===== src/rtl/serial_sync_framer_if.sv =====
// Signal bundle for serial_sync_framer: raw serial line in, aligned serial data and framing status out.
// master = line driver / status consumer, slave = framer.
interface serial_sync_framer_if;
  logic       RX_IN;
  logic       S_IN;
  logic       S_START;
  logic       LOCKED;
  logic       SYNC_ERR;
  logic       PAR_ERR;
  logic [7:0] FRAME_CNT;

  modport master (output RX_IN, input S_IN, S_START, LOCKED, SYNC_ERR, PAR_ERR, FRAME_CNT);
  modport slave  (input RX_IN, output S_IN, S_START, LOCKED, SYNC_ERR, PAR_ERR, FRAME_CNT);
endinterface


===== src/rtl/serial_sync_framer.sv =====
// Serial sync-word framer: hunts for SYNC_WORD, verifies, locks with a flywheel, flags S_START per frame.
// Define FRAMER_PARITY_EN to add an even-parity bit after the 32 data bits (41-bit frame, PAR_ERR active).
module serial_sync_framer #(
  parameter logic [7:0]  SYNC_WORD   = 8'hA5,
  parameter int unsigned LOCK_FRAMES = 2,
  parameter int unsigned LOSS_FRAMES = 3
) (
  input logic                 CLK,
  input logic                 RESET,
  serial_sync_framer_if.slave bus
);

`ifdef FRAMER_PARITY_EN
  localparam int unsigned FRAME_BITS = 41;
  localparam int unsigned DATA_BITS  = 32;
`else
  localparam int unsigned FRAME_BITS = 40;
`endif
  localparam int unsigned CNT_W = 6;
  localparam int unsigned RUN_W = 3;

  typedef enum logic [1:0] {
    ST_HUNT   = 2'd0,
    ST_VERIFY = 2'd1,
    ST_LOCKED = 2'd2
  } state_e;

  state_e           state_q, state_d;
  logic [7:0]       hist_q;
  logic             s_in_q;
  logic [CNT_W-1:0] bit_cnt_q, bit_cnt_d;
  logic [RUN_W-1:0] good_q, good_d;
  logic [RUN_W-1:0] miss_q, miss_d;
  logic             s_start_q, s_start_d;
  logic             sync_err_q, sync_err_d;
  logic [7:0]       frame_cnt_q;
  logic             sync_hit_c;
  logic             frame_end_c;
  logic             lock_reached_c;
  logic             loss_reached_c;

  // bit_cnt_q == 0 while data bit 31 is on S_IN; the last sync bit sits at FRAME_BITS-1
  assign sync_hit_c     = (hist_q == SYNC_WORD);
  assign frame_end_c    = (bit_cnt_q == CNT_W'(FRAME_BITS - 1));
  assign lock_reached_c = ((good_q + RUN_W'(1)) == RUN_W'(LOCK_FRAMES));
  assign loss_reached_c = ((miss_q + RUN_W'(1)) == RUN_W'(LOSS_FRAMES));

  always_ff @(posedge CLK or negedge RESET) begin
    if (!RESET) begin
      state_q     <= ST_HUNT;
      hist_q      <= '0;
      s_in_q      <= 1'b0;
      bit_cnt_q   <= '0;
      good_q      <= '0;
      miss_q      <= '0;
      s_start_q   <= 1'b0;
      sync_err_q  <= 1'b0;
      frame_cnt_q <= '0;
    end else begin
      state_q     <= state_d;
      hist_q      <= {hist_q[6:0], bus.RX_IN};
      s_in_q      <= bus.RX_IN;
      bit_cnt_q   <= bit_cnt_d;
      good_q      <= good_d;
      miss_q      <= miss_d;
      s_start_q   <= s_start_d;
      sync_err_q  <= sync_err_d;
      frame_cnt_q <= frame_cnt_q + 8'(s_start_d);
    end
  end

  // Next state: sync is only compared at the frame boundary once aligned
  always_comb begin
    state_d   = state_q;
    bit_cnt_d = bit_cnt_q + CNT_W'(1);
    good_d    = good_q;
    miss_d    = miss_q;
    case (state_q)
      ST_HUNT: begin
        bit_cnt_d = '0;
        good_d    = '0;
        miss_d    = '0;
        if (sync_hit_c) begin
          good_d  = RUN_W'(1);
          state_d = (LOCK_FRAMES == 1) ? ST_LOCKED : ST_VERIFY;
        end
      end
      ST_VERIFY: begin
        if (frame_end_c) begin
          bit_cnt_d = '0;
          if (sync_hit_c) begin
            good_d = good_q + RUN_W'(1);
            if (lock_reached_c) state_d = ST_LOCKED;
          end else begin
            good_d  = '0;
            state_d = ST_HUNT;
          end
        end
      end
      ST_LOCKED: begin
        if (frame_end_c) begin
          bit_cnt_d = '0;
          if (sync_hit_c) begin
            miss_d = '0;
          end else if (loss_reached_c) begin
            miss_d  = '0;
            good_d  = '0;
            state_d = ST_HUNT;
          end else begin
            miss_d = miss_q + RUN_W'(1);
          end
        end
      end
      default: state_d = ST_HUNT;
    endcase
  end

  // Output pulses: S_START for every frame that begins with the framer locked
  always_comb begin
    s_start_d  = 1'b0;
    sync_err_d = 1'b0;
    case (state_q)
      ST_HUNT:   s_start_d = sync_hit_c && (LOCK_FRAMES == 1);
      ST_VERIFY: s_start_d = frame_end_c && sync_hit_c && lock_reached_c;
      ST_LOCKED: begin
        if (frame_end_c) begin
          sync_err_d = !sync_hit_c;
          s_start_d  = sync_hit_c || !loss_reached_c;
        end
      end
      default: ;
    endcase
  end

`ifdef FRAMER_PARITY_EN
  logic par_q, par_d;
  logic par_err_q, par_err_d;

  // Running XOR restarts on the first data bit of each frame
  always_comb begin
    par_d = par_q;
    if ((state_q == ST_HUNT) || frame_end_c) begin
      par_d = bus.RX_IN;
    end else if (bit_cnt_q < CNT_W'(DATA_BITS - 1)) begin
      par_d = par_q ^ bus.RX_IN;
    end
    par_err_d = (state_q == ST_LOCKED) && (bit_cnt_q == CNT_W'(DATA_BITS)) && (par_q ^ s_in_q);
  end

  always_ff @(posedge CLK or negedge RESET) begin
    if (!RESET) begin
      par_q     <= 1'b0;
      par_err_q <= 1'b0;
    end else begin
      par_q     <= par_d;
      par_err_q <= par_err_d;
    end
  end

  assign bus.PAR_ERR = par_err_q;
`else
  assign bus.PAR_ERR = 1'b0;
`endif

  assign bus.S_IN      = s_in_q;
  assign bus.S_START   = s_start_q;
  assign bus.LOCKED    = (state_q == ST_LOCKED);
  assign bus.SYNC_ERR  = sync_err_q;
  assign bus.FRAME_CNT = frame_cnt_q;

endmodule


===== src/flat_wrapper.sv =====
// flat-port wrapper written by rule: the top's interface ports become plain ports
module serial_sync_framer_flat 
#(
  parameter logic [7:0]  SYNC_WORD   = 8'hA5,
  parameter int unsigned LOCK_FRAMES = 2,
  parameter int unsigned LOSS_FRAMES = 3
)
  (CLK, RESET, bus_RX_IN, bus_S_IN, bus_S_START, bus_LOCKED, bus_SYNC_ERR, bus_PAR_ERR, bus_FRAME_CNT);
  serial_sync_framer_if bus_i ();
  input logic CLK;
  input logic RESET;
  input wire logic [$bits(bus_i.RX_IN)-1:0] bus_RX_IN;
  output wire logic [$bits(bus_i.S_IN)-1:0] bus_S_IN;
  output wire logic [$bits(bus_i.S_START)-1:0] bus_S_START;
  output wire logic [$bits(bus_i.LOCKED)-1:0] bus_LOCKED;
  output wire logic [$bits(bus_i.SYNC_ERR)-1:0] bus_SYNC_ERR;
  output wire logic [$bits(bus_i.PAR_ERR)-1:0] bus_PAR_ERR;
  output wire logic [$bits(bus_i.FRAME_CNT)-1:0] bus_FRAME_CNT;
  assign bus_i.RX_IN = bus_RX_IN;
  assign bus_S_IN = bus_i.S_IN;
  assign bus_S_START = bus_i.S_START;
  assign bus_LOCKED = bus_i.LOCKED;
  assign bus_SYNC_ERR = bus_i.SYNC_ERR;
  assign bus_PAR_ERR = bus_i.PAR_ERR;
  assign bus_FRAME_CNT = bus_i.FRAME_CNT;
  serial_sync_framer #(.SYNC_WORD(SYNC_WORD), .LOCK_FRAMES(LOCK_FRAMES), .LOSS_FRAMES(LOSS_FRAMES)) u_core (.CLK(CLK), .RESET(RESET), .bus(bus_i));
endmodule

===== config.mk =====
export PLATFORM = sky130hd
export DESIGN_NAME = serial_sync_framer_flat
export DESIGN_NICKNAME = d
export VERILOG_FILES = /design/src/rtl/serial_sync_framer_if.sv /design/src/rtl/serial_sync_framer.sv /design/src/flat_wrapper.sv
export SDC_FILE = /design/constraint.sdc
export NUM_CORES = 1
export LEC_CHECK = 0
export ABC_AREA = 1
export BUFFER_PORTS_ARGS = -buffer_cell sky130_fd_sc_hd__buf_2
export CORE_MARGIN = 1
export CORE_UTILIZATION = 45
export DETAILED_ROUTE_END_ITERATION = 12
export SETUP_SLACK_MARGIN = 0.05
export SYNTH_ARGS = -nofsm -noshare
export SYNTH_HDL_FRONTEND = slang
export SYNTH_SLANG_ARGS = --single-unit

===== constraint.sdc =====
create_clock -name CLK -period 5.5 [get_ports CLK]
set_input_delay 1.1 -clock CLK [delete_from_list [all_inputs] [get_ports CLK]]
set_output_delay 1.1 -clock CLK [all_outputs]
set_load 0.01 [all_outputs]

==> impl_metrics.py, run 1 <==
metrics = {
    "power": {
        "power.leakage_nw": 0.925,
        "power_density_nw_per_um2": 292,
        "vdd_drop_max_mv": 0.132,
    },
    "job": {
        "drv_cap": 0,
    },
    "clocking": {
        "cts_root_buffer": "clkbuf_4",
        "postCtsResizedCells": 0,
        "htreeDepth": 2,
        "cts_tree": "done",
        "postCtsHoldBufs": 0,
        "path_clk_slew_ns": 0.10,
        "clk_latency_ns": 0.34,
        "clk_path_buf_depth": 2,
        "cts_buffers": 5,
        "cts.sinks": 32,
        "post-cts-setup-buffers": 0,
    },
    "logic_synthesis": {
        "synth-edff-count": 0,
        "ys_async_sr_fraction_pct": 100,
        "synth_nets": 190,
        "synth_largest_area_cell": "dfrtp_1",
        "synth_top_area_share_pct": 50.1,
        "synthTopCellsByCount": "37 x nand2_1, 32 x dfrtp_1, 25 x inv_1",
        "synth.most_common_cell": "nand2_1",
        "netlist_area_um2": 1600,
        "ys_ff_latch": 32,
        "seq_area_frac_synth_pct": 50.1,
        "synthFlopType": "dfrtp_1",
        "syn-mean-instance-area_um2": 9.08,
        "yosysWarnings": 0,
        "synthTopCellsByArea": "dfrtp_1 50%, nand2_1 8.7%, ha_1 8.6%",
        "synth_cell_types": 27,
        "syn_inst": 176,
    },
    "global_routing": {
        "grt_max_degree": 33,
        "track_usage_pct": 16.9,
        "antenna_found_initial": 0,
        "grt_pass1_vias": 1091,
        "grt_pass1_wl_um": 4500,
        "overflow": 0,
    },
    "die": {
        "die_h_um": 61.6,
        "ios": 16,
        "start_util_pct": 47.5,
        "coreArea_um2": 3360,
        "num_rows": 21,
        "fp.dieArea_um2": 3790,
        "die_x_um": 61.6,
    },
    "timing": {
        "max_slew_margin_pct": 53.6,
        "tns_ns": 0,
        "max_freq_mhz": 401,
        "slew_violations": 0,
        "tightestPinTransition_ns": 0.696,
        "setup_viol_count_final": 0,
        "whs_ns": 0.410,
        "rsz0062_at_grt": "no",
        "period_minus_slack_ns": 2.49,
        "fin_crit_sh_pct": 45.3,
        "hold_viol_final": 0,
        "skew_ns": 0.00885,
    },
    "route": {
        "wirelength_um": 2740,
        "via_count": 1158,
        "drtIter0Drc": 25,
        "wl_per_cell_um": 11.3,
        "drt-pass1-iter-count": 4,
        "drcViolationCount": 0,
        "ant_nets": 0,
        "vias_per_cell": 4.77,
    },
    "placed_design": {
        "place_area_um2": 1720,
        "gp_congestion": 0.861,
        "io_buffers": 14,
        "dp.cells": 235,
        "place_hpwl_um": 2050,
    },
    "layout": {
        "syn_to_final_growth_pct": 11.4,
        "finalNetCount": 210,
        "stdcell_count": 243,
        "finalInstanceArea_um2": 1780,
        "drive_gt1_share_pct": 18.3,
        "antenna_cells": 0,
        "utilization_pct": 52.9,
    },
    "setup_path": {
        "worstPathMaxFanout": 9,
        "r2r_slack_ns": 3.13,
        "start_kind": "flop",
        "arrival_ns": 1.39,
        "cp_data_required_time_ns": 4.40,
        "critPathKind": "reg2out",
        "setup.worst_path.end_class": "output port",
    },
    "outcome": {
        "outcome": "complete, no violations",
    },
    "min_path": {
        "hold_class": "reg2reg",
    },
}
layout by cell type (no fill, tap or decap), types with 2 or more instances in the layout:
cell type,instances
nand2_1,37
buf_2,14
clkinv_2,2
nand3_1,14
nand4_1,4
nand2_2,5
ha_1,11
o21ai_0,3
xor2_1,6
a21oi_1,2
nor2_2,2
nor3_1,3
inv_1,25
nor2_1,18
clkbuf_4,5
dfrtp_1,32
cells by family (layout without fill, tap and decap cells):
kind of cell,count (synthesis),after routing,synth area share [%]
flip-flops,32,32,50.1
adder cells (fa/ha/maj),11,11,8.61
buffers and inverters,27,48,6.58
AND/OR/NAND/NOR,88,88,26.8
AO/OA/AOI/OAI,10,10,3.84
other,1,1,0.235
XOR/XNOR,7,7,3.84
through the flow:
stage / power, mW / worst slack (ns)
2_1_floorplan: 0.357 / 3.41
3_3_place_gp: 0.380 / 3.17
3_5_place_dp: 0.386 / 3.09
4_1_cts: 0.531 / 2.98
5_1_grt: 0.554 / 2.87
6_report: 0.520 / 3.01
sequential cells by signal, summed over array words and instances (netlist names):
register              cells
u_core.miss_q             3
u_core.bus.SYNC_ERR       1
u_core.state_q            2
u_core.good_q             3
u_core.bus.S_START        1
u_core.bus.FRAME_CNT      8
u_core.hist_q             8
u_core.bit_cnt_q          6
routing by layer:
| layer | routed length [um] | vias to the layer above | track usage, % |
|---|---|---|---|
| li1 | - | 592 | - |
| met1 | 1290 | 545 | 19.4 |
| met2 | 1310 | 17 | 28.1 |
| met3 | 99 | 4 | 6.09 |
| met4 | 47 | 0 | 7.62 |
| met5 | 0 | - | 0 |
cell type report:
type,instances,area [um^2]
fill,343,1580
sequential,32,801
clock buffer,6,51.3
clock inverter,2,10.0
inverter,26,97.6
multi-input combinational,117,692
timing repair buffer,14,70.1
tap,46,57.6
critical path, cell delays in order, from the launching register on:
cell	delay, ns
dfrtp_1	0.42
inv_1	0.09
ha_1	0.35
buf_2	0.20
path summary, 6_finish.rpt:
check,endpoint,from,depth (start not counted)
worst max-delay path,bus_LOCKED,u_core.state_q[0],3
worst min-delay path,u_core.hist_q[5],u_core.hist_q[4],0
worst max register to register,u_core.bus.FRAME_CNT[7],u_core.state_q[0],10
worst min register to register,u_core.hist_q[5],u_core.hist_q[4],0
max in group asynchronous,u_core.bus.S_START,RESET,1
min in group asynchronous,u_core.hist_q[6],RESET,1
where the power goes:
part	switching (mW)	leakage, nW	internal, mW	total [mW]
registers	0.0126	0.425	0.249	0.261
logic	0.0757	0.462	0.0410	0.117
clock network	0.0817	0.0380	0.0607	0.142
Power figures use the tool's default switching activity.
==> run 2: changes to the inputs <==
==> constraint.sdc (replaced) <==
create_clock -name CLK -period 2.3 [get_ports CLK]
set_input_delay 0.46 -clock CLK [delete_from_list [all_inputs] [get_ports CLK]]
set_output_delay 0.46 -clock CLK [all_outputs]
set_load 0.01 [all_outputs]
==> run 2 against run 1 <==
  * Combinational power rose to 2.9 times the previous value
  * Critical path depth increased by 8
  * Via count grew 3.3%
  * Cell count up 4.1%
  * Power rose to 2.8 times the previous value
  * First-iteration DRC count is 16% lower
  * Clock skew up 0.0036 ns
  * Sequential power grew 140%
  * Core utilization increased by 4.9 points
  * Worst hold slack got worse by 0.27 ns
  * Flip-flop and latch count did not move
  * Critical path type is now reg2reg
==> impl_metrics.py, run 2 (same netlist as run 1, synthesis figures left out) <==
metrics = {
    "global_routing": {
        "track_usage_pct": 18.8,
        "overflow": 0,
        "grt_max_degree": 33,
        "grt_pass1_vias": 1162,
        "antenna_found_initial": 0,
        "grt_pass1_wl_um": 4970,
    },
    "layout": {
        "final_common_cell": "nand2_1",
        "utilization_pct": 57.8,
        "fillerInstances": 316,
        "mostFrequentLayoutCells": "37 x nand2_1, 32 x dfrtp_1, 24 x inv_1",
        "antenna_cells": 0,
        "finalNetCount": 220,
        "drive_gt1_share_pct": 27.1,
        "stdcell_count": 253,
        "syn_to_final_growth_pct": 21.8,
    },
    "placed_design": {
        "dp.cells": 240,
        "place_hpwl_um": 2110,
        "io_buffers": 14,
        "gp_congestion": 0.873,
    },
    "setup_path": {
        "critPathMaxStageDelay_ns": 0.41,
        "critPathBufInv": 2,
        "cp_data_required_time_ns": 2.56,
        "worstPathMaxFanout": 4,
        "setup.worst_path.end_class": "flop",
        "start_kind": "flop",
        "cp_common_cell": "ha_2",
        "path_cells": "ha_2, nand2_2, inv_2, nand4_1, o21bai_4, a21oi_2, ha_2, nand3_2, nor3_2, buf_4, xor2_1",
        "worst_path_max_delay_cell": "dfrtp_1",
        "critPathKind": "reg2reg",
        "arrival_ns": 2.49,
        "critPathTopFamily": "simple AND/OR/NAND/NOR gates",
    },
    "timing": {
        "period_minus_slack_ns": 2.22,
        "setup_viol_count_final": 0,
        "max_freq_mhz": 449,
        "tns_ns": 0,
        "tightestPinTransition_ns": 0.693,
        "fin_crit_sh_pct": 96.7,
        "hold_viol_final": 0,
        "slew_violations": 0,
        "skew_ns": 0.0125,
        "rsz0062_at_grt": "yes",
        "max_slew_margin_pct": 53.8,
    },
    "route": {
        "drtIter0Drc": 21,
        "via_count": 1196,
        "drt-pass1-iter-count": 4,
        "wirelength_um": 3020,
        "ant_nets": 0,
        "drcViolationCount": 0,
        "wl_per_cell_um": 11.9,
        "vias_per_cell": 4.73,
    },
    "die": {
        "num_rows": 21,
        "coreArea_um2": 3360,
        "start_util_pct": 47.5,
        "die_x_um": 61.6,
        "die_h_um": 61.6,
        "ios": 16,
        "fp.dieArea_um2": 3790,
    },
    "clocking": {
        "htreeDepth": 2,
        "cts.sinks": 32,
        "postCtsHoldBufs": 0,
        "clk_latency_ns": 0.34,
        "clk_path_buf_depth": 2,
        "cts_root_buffer": "clkbuf_4",
        "cts_tree": "done",
        "cts_buffers": 5,
        "path_clk_slew_ns": 0.10,
    },
    "power": {
        "power.leakage_nw": 0.983,
        "power_density_nw_per_um2": 746,
        "vdd_drop_max_mv": 0.541,
    },
    "outcome": {
        "outcome": "complete, no violations",
    },
    "min_path": {
        "hold_class": "in2async",
    },
    "job": {
        "drv_cap": 0,
    },
}
## run 2: changes by cell type in the layout (fill, tap and decap cells not counted), sizes merged
cell,change
clkinv,-2
bufinv,+1
buf,+10
clkbuf,+1
## run 2: final timing paths
| path | from | to | slack, ns | cells after the start |
|---|---|---|---|---|
| max in group asynchronous | RESET | u_core.good_q[2] | 1.70 | 1 |
| worst max-delay path | u_core.bit_cnt_q[0] | u_core.bus.FRAME_CNT[5] | 0.08 | 11 |
| worst max register to register | u_core.bit_cnt_q[0] | u_core.bus.FRAME_CNT[5] | 0.08 | 11 |
| worst min-delay path | RESET | u_core.hist_q[7] | 0.14 | 1 |
| min in group CLK | bus_RX_IN | u_core.hist_q[0] | 0.21 | 1 |
| worst min register to register | u_core.hist_q[4] | u_core.hist_q[5] | 0.42 | 0 |
## run 2: layout make-up
class / instances / area (um^2) / area share [%]
Clock buffer: 7 / 65.1 / 3.34
Clock inverter: 1 / 30.0 / 1.54
Inverter: 26 / 97.6 / 5.02
Multi-Input combinational cell: 117 / 749 / 38.5
Sequential cell: 32 / 801 / 41.2
Tap cell: 46 / 57.6 / 2.96
Timing Repair Buffer: 24 / 145 / 7.46
## run 2: power by group
part           leakage, nW  switching, mW  internal (mW)
combinational        0.507          0.197          0.139
sequential           0.425         0.0362          0.595
clock               0.0515          0.197          0.288
total                0.983          0.430           1.02
## run 2: routing by layer
metal  vias up  global-route usage, %  wire (um)  part of all wire, %
li1        608                      -          -                    -
met1       567                   21.9       1390                   46
met2        14                   30.9       1470                   48
met3         7                   5.88         94                  3.1
met4         0                   10.2         75                  2.5
met5         -                      0          0                    0
## run 2: worst reg2reg max path, cell delays in order, from the launching register on
cell and delay [ns]:
dfrtp_1 0.41, ha_2 0.21, nand2_2 0.07, inv_2 0.09
nand4_1 0.13, o21bai_4 0.21, a21oi_2 0.16, ha_2 0.23
nand3_2 0.10, nor3_2 0.22, buf_4 0.15, xor2_1 0.17
## run 2: what timing repair did
action                                  CTS  global route
buffers inserted                          0             5
endpoints found under the setup margin    1             4
pin swaps                                 0             5
gates resized for setup                   1            12
hold endpoints to repair                  0             0
## run 2: metrics by stage
| step | area, um^2 | power [mW] | worst slack, ns | hold slack, ns |
|---|---|---|---|---|
| 4_1_cts | 1860 | 1.41 | 0.136 | 0.162 |
| 6_report | 1950 | 1.45 | 0.0750 | 0.145 |
| 3_5_place_dp | 1760 | 0.919 | 0.0811 | 0.392 |
| 2_1_floorplan | 1600 | 0.854 | 0.207 | 0.164 |
| 5_1_grt | 1950 | 1.54 | -0.0435 | 0.191 |
| 3_3_place_gp | 1760 | 0.910 | 0.137 | 0.379 |
==> run 3: changes to the inputs <==
--- a/config.mk
+++ b/config.mk
@@ -10,6 +10,7 @@
 export CORE_MARGIN = 1
 export CORE_UTILIZATION = 45
 export DETAILED_ROUTE_END_ITERATION = 12
+export REMOVE_ABC_BUFFERS = 1
 export SETUP_SLACK_MARGIN = 0.05
 export SYNTH_ARGS = -nofsm -noshare
 export SYNTH_HDL_FRONTEND = slang
==> run 3 against run 2 <==
  * Wire length is 7.5% lower
  * Flip-flop and latch count stayed put
  * Via count is 1.2% lower
  * Register-to-register slack better by 0.12 ns
  * Clock-buffer cell count is 1 lower
  * Clock power is 14% lower
  * Final area is 4.0% lower
  * Non-clock buffer count is 2 lower
  * Worst hold slack better by 0.013 ns
==> impl_metrics.py, run 3 (same netlist as run 1, synthesis figures left out) <==
metrics = {
    "clocking": {
        "cts.sinks": 32,
        "clk_latency_ns": 0.33,
        "cts_buffers": 5,
        "path_clk_slew_ns": 0.10,
        "postCtsHoldBufs": 0,
        "htreeDepth": 2,
        "clk_path_buf_depth": 2,
        "cts_root_buffer": "clkbuf_4",
        "cts_tree": "done",
    },
    "timing": {
        "tns_ns": 0,
        "skew_ns": 0.00893,
        "fin_crit_sh_pct": 91.5,
        "tightestPinTransition_ns": 0.677,
        "period_minus_slack_ns": 2.10,
        "setup_viol_count_final": 0,
        "max_freq_mhz": 475,
        "layout_setup_ws_ns": 0.196,
        "rsz0062_at_grt": "no",
        "max_slew_margin_pct": 54.9,
        "slew_violations": 0,
        "hold_viol_final": 0,
    },
    "route": {
        "drcViolationCount": 0,
        "drtIter0Drc": 35,
        "vias_per_cell": 4.71,
        "ant_nets": 0,
        "wirelength_um": 2800,
        "drt-pass1-iter-count": 4,
        "wl_per_cell_um": 11.1,
        "via_count": 1182,
    },
    "layout": {
        "fillerInstances": 331,
        "drive_gt1_share_pct": 22.9,
        "syn_to_final_growth_pct": 16.9,
        "final_common_cell": "nand2_1",
        "antenna_cells": 0,
        "mostFrequentLayoutCells": "37 x nand2_1, 32 x dfrtp_1, 25 x inv_1",
        "finalNetCount": 218,
    },
    "global_routing": {
        "antenna_found_initial": 0,
        "grt_max_degree": 33,
        "grt_pass1_vias": 1155,
        "grt_pass1_wl_um": 4690,
        "overflow": 0,
        "track_usage_pct": 17.4,
    },
    "setup_path": {
        "path_cells": "ha_1, inv_1, nand2_1, nand3_1, o21bai_1, a21oi_2, ha_2, nand3_1, nor3_2, buf_4, xor2_1",
        "cp_common_cell": "nand3_1",
        "start_kind": "flop",
        "cp_data_required_time_ns": 2.55,
        "worstPathMaxFanout": 4,
        "setup.worst_path.end_class": "flop",
        "worst_path_max_delay_cell": "dfrtp_1",
        "r2r_slack_ns": 0.20,
        "reg2regPathDepth": 11,
        "critPathKind": "reg2reg",
        "regToRegStartpoint": "u_core.miss_q[0]",
        "critPathMaxStageDelay_ns": 0.41,
        "critPathLaunch": "u_core.miss_q[0]",
        "arrival_ns": 2.36,
        "r2r-end": "u_core.bus.FRAME_CNT[5]",
    },
    "min_path": {
        "hold_class": "in2async",
    },
    "die": {
        "fp.dieArea_um2": 3790,
        "coreArea_um2": 3360,
        "die_h_um": 61.6,
        "ios": 16,
        "die_x_um": 61.6,
        "num_rows": 21,
        "start_util_pct": 47.5,
    },
    "placed_design": {
        "pre_cts_slack_ns": 0.117,
        "io_buffers": 14,
        "place_hpwl_um": 2050,
        "gp_congestion": 0.834,
    },
    "power": {
        "power_density_nw_per_um2": 720,
        "power.leakage_nw": 0.967,
        "vdd_drop_max_mv": 0.357,
    },
    "outcome": {
        "outcome": "complete, no violations",
    },
    "job": {
        "drv_cap": 0,
    },
}
-- run 3: cell types whose count changed in the layout (fill, tap and decap cells not counted), moves of 2 or more --
| cell | delta |
|---|---|
| ha_1 | +3 |
| buf_4 | -2 |
| clkbuf_8 | -2 |
| ha_4 | -2 |
-- run 3: area by class of cell --
class,instances,area (um^2),area share [%]
clock inverters,2,35.0,1.88
multi-input cells,117,706,37.8
well taps,46,57.6,3.08
clock buffers,6,41.3,2.21
inverters,26,97.6,5.22
repair buffers,22,130,6.97
flip-flops and latches,32,801,42.9
-- run 3: worst max path at each step --
stage                               to  slack, ns  cells past startpoint
2_1_floorplan  u_core.bus.FRAME_CNT[7]       0.21                     10
3_3_place_gp   u_core.bus.FRAME_CNT[7]       0.14                     11
3_5_place_dp   u_core.bus.FRAME_CNT[7]       0.12                     11
4_1_cts        u_core.bus.FRAME_CNT[7]       0.06                     11
5_1_grt        u_core.bus.FRAME_CNT[7]       0.02                     11
6_report       u_core.bus.FRAME_CNT[5]       0.20                     11
-- run 3: what timing repair did --
| action | 4_1_cts | 5_1_grt |
|---|---|---|
| buffers inserted | 0 | 3 |
| gates resized for setup | 0 | 4 |
| endpoints found under the setup margin | 0 | 3 |
-- run 3: layer usage --
metal	share of wire [%]	track usage [%]
met5	0	0
met4	1.9	6.67
met3	4.4	5.67
met2	49	30.1
met1	44	19.9
-- run 3: where the power goes --
part / switching (mW) / total [mW] / leakage, nW / internal, mW
Sequential: 0.0268 / 0.621 / 0.425 / 0.595
Combinational: 0.192 / 0.308 / 0.500 / 0.116
Clock: 0.187 / 0.415 / 0.0422 / 0.228
Total: 0.406 / 1.34 / 0.967 / 0.938
-- run 3: worst max-delay path: cells and delay by family, from the launching register on --
kind / cells / cell delay (ns)
AND/OR/NAND/NOR: 4 / 0.54
adder cells (fa/ha/maj): 2 / 0.42
flip-flops: 1 / 0.41
AO/OA/AOI/OAI: 2 / 0.31
buffers and inverters: 2 / 0.19
XOR/XNOR: 1 / 0.16
-- run 3: stage by stage --
step	utilization, %	total power [mW]	hold slack, ns	cell area, um^2	cells
floorplan	-	0.853	0.164	1590	175
global placement	52.2	0.911	0.380	1760	240
detailed placement	52.2	0.918	0.386	1760	240
CTS	54.5	1.35	0.172	1830	248
global route	55.5	1.43	0.213	1870	251
finish	55.5	1.34	0.158	1870	251
